[src/rtl/step_scheduler.sv]
// Playback sequencer: emits a step tick at a BPM-derived rate, tracks the
// current step and completed loops, and reports natural completion.
module step_scheduler #(
    parameter int unsigned CLK_HZ         = 50_000_000,
    parameter int unsigned STEPS          = 16,
    parameter int unsigned STEPS_PER_BEAT = 4,
    parameter int unsigned MIN_BPM        = 30,
    parameter int unsigned MAX_BPM        = 300
) (
    input  logic                     CLOCK_50,
    input  logic                     reset,
    input  logic                     Start,
    input  logic                     Stop,
    input  logic [9:0]               BPM,
    input  logic [6:0]               Loops,
    output logic                     play_en,
    output logic                     step_tick,
    output logic [$clog2(STEPS)-1:0] step_idx,
    output logic [6:0]               loop_cnt,
    output logic                     done
);

    localparam int unsigned IW = $clog2(STEPS);

    // One step is due each time the accumulator passes 60 s worth of clock cycles.
    localparam logic [32:0]   THRESH = 33'(64'(CLK_HZ) * 64'd60);
    localparam logic [9:0]    MIN_B  = 10'(MIN_BPM);
    localparam logic [9:0]    MAX_B  = 10'(MAX_BPM);
    localparam logic [IW-1:0] LAST   = IW'(STEPS - 1);

    typedef enum logic [1:0] {StIdle, StPlay, StFinish} state_e;

    state_e          state_q, state_d;
    logic            start_q;
    logic [31:0]     acc_q, acc_d;
    logic [9:0]      bpm_q, bpm_d;
    logic [6:0]      loops_q, loops_d;
    logic [IW-1:0]   idx_q, idx_d;
    logic [6:0]      loop_q, loop_d;
    logic            tick_q, tick_d;

    logic [32:0]     inc;
    logic [32:0]     sum;
    logic [6:0]      loop_inc;

    assign inc      = 33'(bpm_q) * 33'(STEPS_PER_BEAT);
    assign sum      = {1'b0, acc_q} + inc;
    assign loop_inc = (loop_q == 7'd127) ? loop_q : loop_q + 7'd1;

    // Next-state logic: start capture, accumulator stepping, wrap/finish decision.
    always_comb begin
        state_d = state_q;
        acc_d   = acc_q;
        bpm_d   = bpm_q;
        loops_d = loops_q;
        idx_d   = idx_q;
        loop_d  = loop_q;
        tick_d  = 1'b0;
        unique case (state_q)
            StIdle: begin
                if (Start && !start_q && !Stop) begin
                    state_d = StPlay;
                    bpm_d   = (BPM < MIN_B) ? MIN_B : ((BPM > MAX_B) ? MAX_B : BPM);
                    loops_d = Loops;
                    acc_d   = '0;
                    idx_d   = '0;
                    loop_d  = '0;
                    tick_d  = 1'b1;  // first step sounds on entry
                end
            end
            StPlay: begin
                if (Stop) begin
                    // Abort wins over any coincident step or final wrap.
                    state_d = StIdle;
                end else if (sum >= THRESH) begin
                    acc_d = 32'(sum - THRESH);
                    if (idx_q != LAST) begin
                        idx_d  = idx_q + IW'(1);
                        tick_d = 1'b1;
                    end else begin
                        loop_d = loop_inc;
                        if (loops_q != 7'd0 && loop_inc == loops_q) begin
                            state_d = StFinish;  // index holds on the last step
                        end else begin
                            idx_d  = '0;
                            tick_d = 1'b1;
                        end
                    end
                end else begin
                    acc_d = sum[31:0];
                end
            end
            StFinish: state_d = StIdle;
            default:  state_d = StIdle;
        endcase
    end

    // State registers; start_q resets high so a held Start cannot trigger.
    always_ff @(posedge CLOCK_50) begin
        if (reset) begin
            state_q <= StIdle;
            start_q <= 1'b1;
            acc_q   <= '0;
            bpm_q   <= '0;
            loops_q <= '0;
            idx_q   <= '0;
            loop_q  <= '0;
            tick_q  <= 1'b0;
        end else begin
            state_q <= state_d;
            start_q <= Start;
            acc_q   <= acc_d;
            bpm_q   <= bpm_d;
            loops_q <= loops_d;
            idx_q   <= idx_d;
            loop_q  <= loop_d;
            tick_q  <= tick_d;
        end
    end

    assign play_en   = (state_q == StPlay);
    assign done      = (state_q == StFinish);
    assign step_tick = tick_q;
    assign step_idx  = idx_q;
    assign loop_cnt  = loop_q;

endmodule

[config.mk]
export PLATFORM = sky130hd
export DESIGN_NAME = step_scheduler
export DESIGN_NICKNAME = d
export VERILOG_FILES = /design/src/rtl/step_scheduler.sv
export SDC_FILE = /design/constraint.sdc
export NUM_CORES = 1
export LEC_CHECK = 0
export ABC_AREA = 1
export BUFFER_PORTS_ARGS = -buffer_cell sky130_fd_sc_hd__buf_2
export CORE_UTILIZATION = 45
export DETAILED_ROUTE_END_ITERATION = 6
export GPL_ROUTABILITY_DRIVEN = 1
export HOLD_SLACK_MARGIN = 0.05
export PLACE_DENSITY = 0.73
export RECOVER_POWER = 25
export SLEW_MARGIN = 20
export SYNTH_ARGS = -nofsm -noshare
export SYNTH_HDL_FRONTEND = slang
export SYNTH_SLANG_ARGS = --single-unit
[constraint.sdc]
create_clock -name CLOCK_50 -period 3.56 [get_ports CLOCK_50]
set_input_delay 1.068 -clock CLOCK_50 [delete_from_list [all_inputs] [get_ports CLOCK_50]]
set_output_delay 1.068 -clock CLOCK_50 [all_outputs]
set_load 0.02 [all_outputs]
== Word level (Yosys, flattened, before mapping) ==
Index checks and enable logic that the tools add are counted.

* $add $sub $neg: 4
* $lt $le $gt $ge: 3
* Equality and inequality tests: 13
* Mux-type cells: 30
* Reductions and logical operators: 13

{| class="wikitable"
|+ Operator list
! cell !! number
|-
| $mux W32 || 3
|-
| $pmux W32 S2 || 1
|-
| $mux W7 || 5
|-
| $add A32 B12 Y33 || 1
|-
| $ge A33 B32 Y1 const B || 1
|-
| $sub A32 B32 Y32 const B || 1
|-
| $mux W10 || 2
|-
| $mux W4 || 5
|-
| $pmux W7 S2 || 1
|-
| $gt A10 B9 Y1 const B || 1
|-
| $lt A10 B5 Y1 const B || 1
|-
| $mux W2 || 5
|-
| $reduce_and A5 Y1 || 2
|-
| $pmux W4 S2 || 1
|-
| $add A7 B1 Y7 const B || 1
|-
| $eq A7 B7 Y1 || 1
|-
| $eq A7 B7 Y1 const B || 1
|-
| $reduce_bool A7 Y1 || 1
|-
| $ne A2 B2 Y1 const B || 3
|-
| $ne A3 B2 Y1 const B || 2
|-
| $ne A3 B3 Y1 const B || 2
|-
| $mux W1 || 5
|-
| $add A4 B1 Y4 const B || 1
|-
| $ne A4 B4 Y1 const B || 1
|-
| 12 further kinds || 15
|}

* Register bits after elaboration: 64
* Bits of input ports: 21
* Output and inout bits: 14
* Word-level logic and storage cells: 71

== Longest topological paths before layout ==
* Depth in word-level cells: 9
* Gate-level depth with buffers: 25

== Worst setup path before layout ==
No wires, ideal clock.

* Path kind: flip-flop to flip-flop
* Start point: register acc_q[2]
* End point: register state_q[0]
* Library setup time: 0.116 ns
* Arrival time: 2.657 ns
* Required time: 3.444 ns
* Slack: 0.787 ns
* Stages on the path, launching flop included: 23
* Clock period less this slack: 2.773 ns
* Cell sequence: dfxtp_1 ha_1 inv_1 fa_1 inv_1 nand3_1 nand2_1 nand3_1 nand3_2 nand2_1 nand2_1 nand2_1 nor2_2 nand2_1 nor2_1 nand3_1 nand2_1 inv_2 nand2_8 buf_6 nand2_1 o211ai_1 inv_1

* Longest elaborated chain between the ends: 4

{| class="wikitable"
|+ Ends and longest elaborated chain
! element !! line !! RTL
|-
| start, declared || 35 || <nowiki>logic [31:0] acc_q, acc_d;</nowiki>
|-
| start signal, assigned || 103 || <nowiki>acc_q <= '0;</nowiki>
|-
| start signal, assigned || 112 || <nowiki>acc_q <= acc_d;</nowiki>
|-
| $add A32 B12 Y33 || 47 || <nowiki>assign sum = {1'b0, acc_q} + inc;</nowiki>
|-
| $ge A33 B32 Y1 || 75 || <nowiki>end else if (sum >= THRESH) begin</nowiki>
|-
| $ne A3 B2 Y1 (no source line) || -- ||
|-
| $reduce_and A4 Y1 (no source line) || -- ||
|-
| end signal, assigned || 101 || <nowiki>state_q <= StIdle;</nowiki>
|-
| end signal, assigned || 110 || <nowiki>state_q <= state_d;</nowiki>
|-
| end, declared || 33 || <nowiki>state_e state_q, state_d;</nowiki>
|}

Every way passes these cells.
A chain may end at the register's enable or synchronous reset.

== Worst setup path after layout ==
* Start point: register acc_q[2]
* End point: register loop_q[0] (netlist: loop_cnt[0])

* Longest elaborated chain between the ends: 4

{| class="wikitable"
|+ Ends and longest elaborated chain
! element !! line !! RTL
|-
| $add A32 B12 Y33 || 47 ||
|-
| $ge A33 B32 Y1 || 75 ||
|-
| $ne A2 B1 Y1 (no source line) || -- ||
|-
| $reduce_and A5 Y1 (no source line) || -- ||
|-
| end signal, assigned || 116 || <nowiki>loop_q <= loop_d;</nowiki>
|-
| end, declared || 39 || <nowiki>logic [6:0] loop_q, loop_d;</nowiki>
|}

Every way passes these cells.

==> out/results.txt <==
Final worst slack -> 0.316 ns
Die Span Y -> 111 µm
Hold EP -> bpm_q[9]
PwrDens -> 311 nW/µm²
# clock sinks -> 62
Num ports -> 35
Total power -> 1.88 mW
Worst VDD drop -> 0.200 mV
Mapped Nets -> 1,000
Internal reg-to-reg setup slack -> 0.32 ns
Leakage -> 2.89 nW
Async SR Flop Fraction -> 0%
Global route overflow -> 0
Final hold vios -> 0
Number of DRC markers in iteration 0 -> 541
Top FF cell, synth -> dfxtp_1
Synth top area cells -> dfxtp_1 23%, nand2_1 23%, nand3_1 9.7%
Number of synthesized register bits -> 62
Mean Syn Cell Area -> 5.58 µm²
Synthesized area -> 5380 µm²
Core area -> 11,500 µm²
Clk_lat worst skew -> 0.35 ns
Worst Tran Pin Value -> 0.572 ns
Worst Hold Class -> reg -> reg
Post-Route WL -> 16,300 µm
# hold bufs at CTS -> 0
DRC errors left -> 0
Filler cell count -> 1,206
Post-route ant nets -> 0
Worst R2R End -> loop_cnt[0]
Crit Path Class -> reg -> reg
Max-cap viol count -> 0
Wire per inst -> 14.2 µm
Share of cells above drive strength 1 -> 8.27%
FMAX -> 308 MHz
Die ar. -> 12,400 µm²
Most numerous cell in the Yosys netlist -> nand2_1
Worst r2r src -> acc_q[2]
Setup TNS -> 0 ns
R2R cell count -> 23
Synthesis-to-finish area growth -> 12.6%
Root buf cell -> clkbuf_16
Biggest area consumer among synthesized cells -> dfxtp_1
CTS H-tree depth -> 3
HP Start -> bpm_q[9]
Post-synth EDFFs -> 0
Initial antenna violation count -> 0
N_diodes -> 0
Largest net degree at the start of global routing -> 46
Pre-antenna DRT Iters -> 5
Synth warn -> 0
Slew headroom -> 61.8%
Syn Inst Count -> 965
Initial core utilization -> 46.7%
Synth cell types -> 39
Final Cycle Share -> 91.1%
CP Capture Type -> flop
Share of the synthesized area in the top cell type -> 23.1%
Hold WS -> 0.450 ns
I/O Buffers -> 34
Pre-CTS WS -> 0.151 ns
Sequential share of the synthesized area -> 23.1%
CTS Buffer Depth -> 2
Critical Path Source Type -> flop
Setup violations, final -> 0
Minimum clock period -> 3.24 ns
Hold path depth -> 2
Most instantiated cells after synthesis -> 330 x nand2_1, 128 x inv_1, 122 x nor2_1
Gpl congestion -> 0.983
Routed via count -> 6,121
Global-route wire length before repair -> 26,100 µm
Post-layout util -> 52.6%
Nets -> 1,035
Worst EP arrival -> 3.53 ns
Required @ worst endpoint -> 3.85 ns
Die W -> 111 µm
Post-detail-place hpwl -> 12,200 µm
TritonCTS buffer count -> 9
Core Rows -> 39
Critical path fanouts, max -> 12
Clk slew on worst S/H paths -> 0.06 ns
Vias in the first global route -> 5,326
Setup Skew -> 0.00726 ns
Gr usage total -> 26.7%
Status -> finished, final reports clean
CTS tree -> done
Pins over their slew limit -> 0
Via density -> 5.34
[worst max-delay path, stage by stage (launching register included)]
cell and delay (ns):
dfxtp_1 0.37, ha_4 0.18, inv_1 0.05, fa_1 0.39
inv_1 0.11, nand3_1 0.07, nand2_1 0.14, nand2_1 0.09
nand2_2 0.09, nand2_1 0.08, nand3_1 0.09, nand2_2 0.12
inv_2 0.10, nand2_1 0.12, nand2_1 0.11, nor2_1 0.05
nor2_1 0.10, nand2_1 0.11, inv_4 0.14, nand2_8 0.11
o21ai_4 0.25, buf_4 0.15, o21ai_0 0.07, nor2_1 0.11
[registers in the layout, summed over array words and instances, names as in the netlist]
signal,cells
acc_q,30
loop_cnt,7
start_q,1
state_q,2
step_tick,1
step_idx,4
loops_q,7
bpm_q,10
[routing by layer]
layer / global-route usage (%) / routed length, µm
met1: 36.6 / 7590
met2: 40.7 / 6960
met3: 5.66 / 1290
met4: 10.4 / 453
met5: 0 / 0
[layout make-up]
| type | instances | area, µm² | area share, % |
|---|---|---|---|
| sequential | 62 | 1240 | 20.5 |
| inverter | 133 | 502 | 8.28 |
| timing repair buffer | 43 | 229 | 3.78 |
| clock buffer | 11 | 243 | 4.01 |
| clock inverter | 4 | 95.1 | 1.57 |
| multi-input combinational | 751 | 3570 | 58.9 |
| tap | 143 | 179 | 2.95 |
[stage by stage]
stage | std cells | instance area (µm²)
2_1_floorplan | 965 | 5380
3_3_place_gp | 1127 | 5660
3_5_place_dp | 1127 | 5660
4_1_cts | 1142 | 6000
5_1_grt | 1147 | 6060
6_report | 1147 | 6060
[layout by cell type (no fill, tap or decap), types with 2 or more instances in the layout]
master       n
buf_2       23
a211oi_1     2
inv_1      128
nand3b_1     6
o21ai_0     29
nor4_1       4
clkbuf_1    14
inv_2        3
nor2_2       8
buf_4        6
nor2_4       2
nor3_1       8
o211ai_1     3
nor2_1     119
or2_2        2
clkbuf_16    9
bufinv_16    3
a21boi_0     2
xor2_1       7
nand2_1    329
a31oi_1      2
dfxtp_1     62
or2_1        2
a21oi_1     59
nand2_2      9
nor3b_2      2
nand3_1    104
nand4_1     19
nand3_2      5
nand2_4      3
xnor2_1      3
ha_1        12
[power by group]
group	switching (mW)	total [mW]	leakage, nW	internal (mW)
Combinational	0.0873	0.132	2.22	0.0446
Sequential	0.00999	0.716	0.501	0.706
Clock	0.338	1.04	0.166	0.698
[how the worst max path moves through the flow]
stage	endpoint	depth (start not counted)	startpoint
after floorplan	state_q[0]	22	acc_q[2]
after global placement	step_idx[3]	23	bpm_q[0]
after detailed placement	step_idx[3]	23	bpm_q[0]
after CTS	step_idx[3]	23	acc_q[2]
after global routing	loop_cnt[1]	23	bpm_q[0]
final	loop_cnt[0]	23	acc_q[2]
[logic make-up after synthesis]
family                   after synthesis  synth area share [%]
AO/OA/AOI/OAI                        101                  10.2
XOR/XNOR                              10                  1.63
adder cells (fa/ha/maj)               14                  3.40
buffers and inverters                154                  11.5
flip-flops                            62                  23.1
multiplexers                           1                 0.186
AND/OR/NAND/NOR                      623                  50.0
[repair_timing]
item,4_1_cts,5_1_grt
setup buffers,0,3
resized for setup,0,6
endpoints found under the setup margin,0,36
Power figures use the tool's default switching activity.
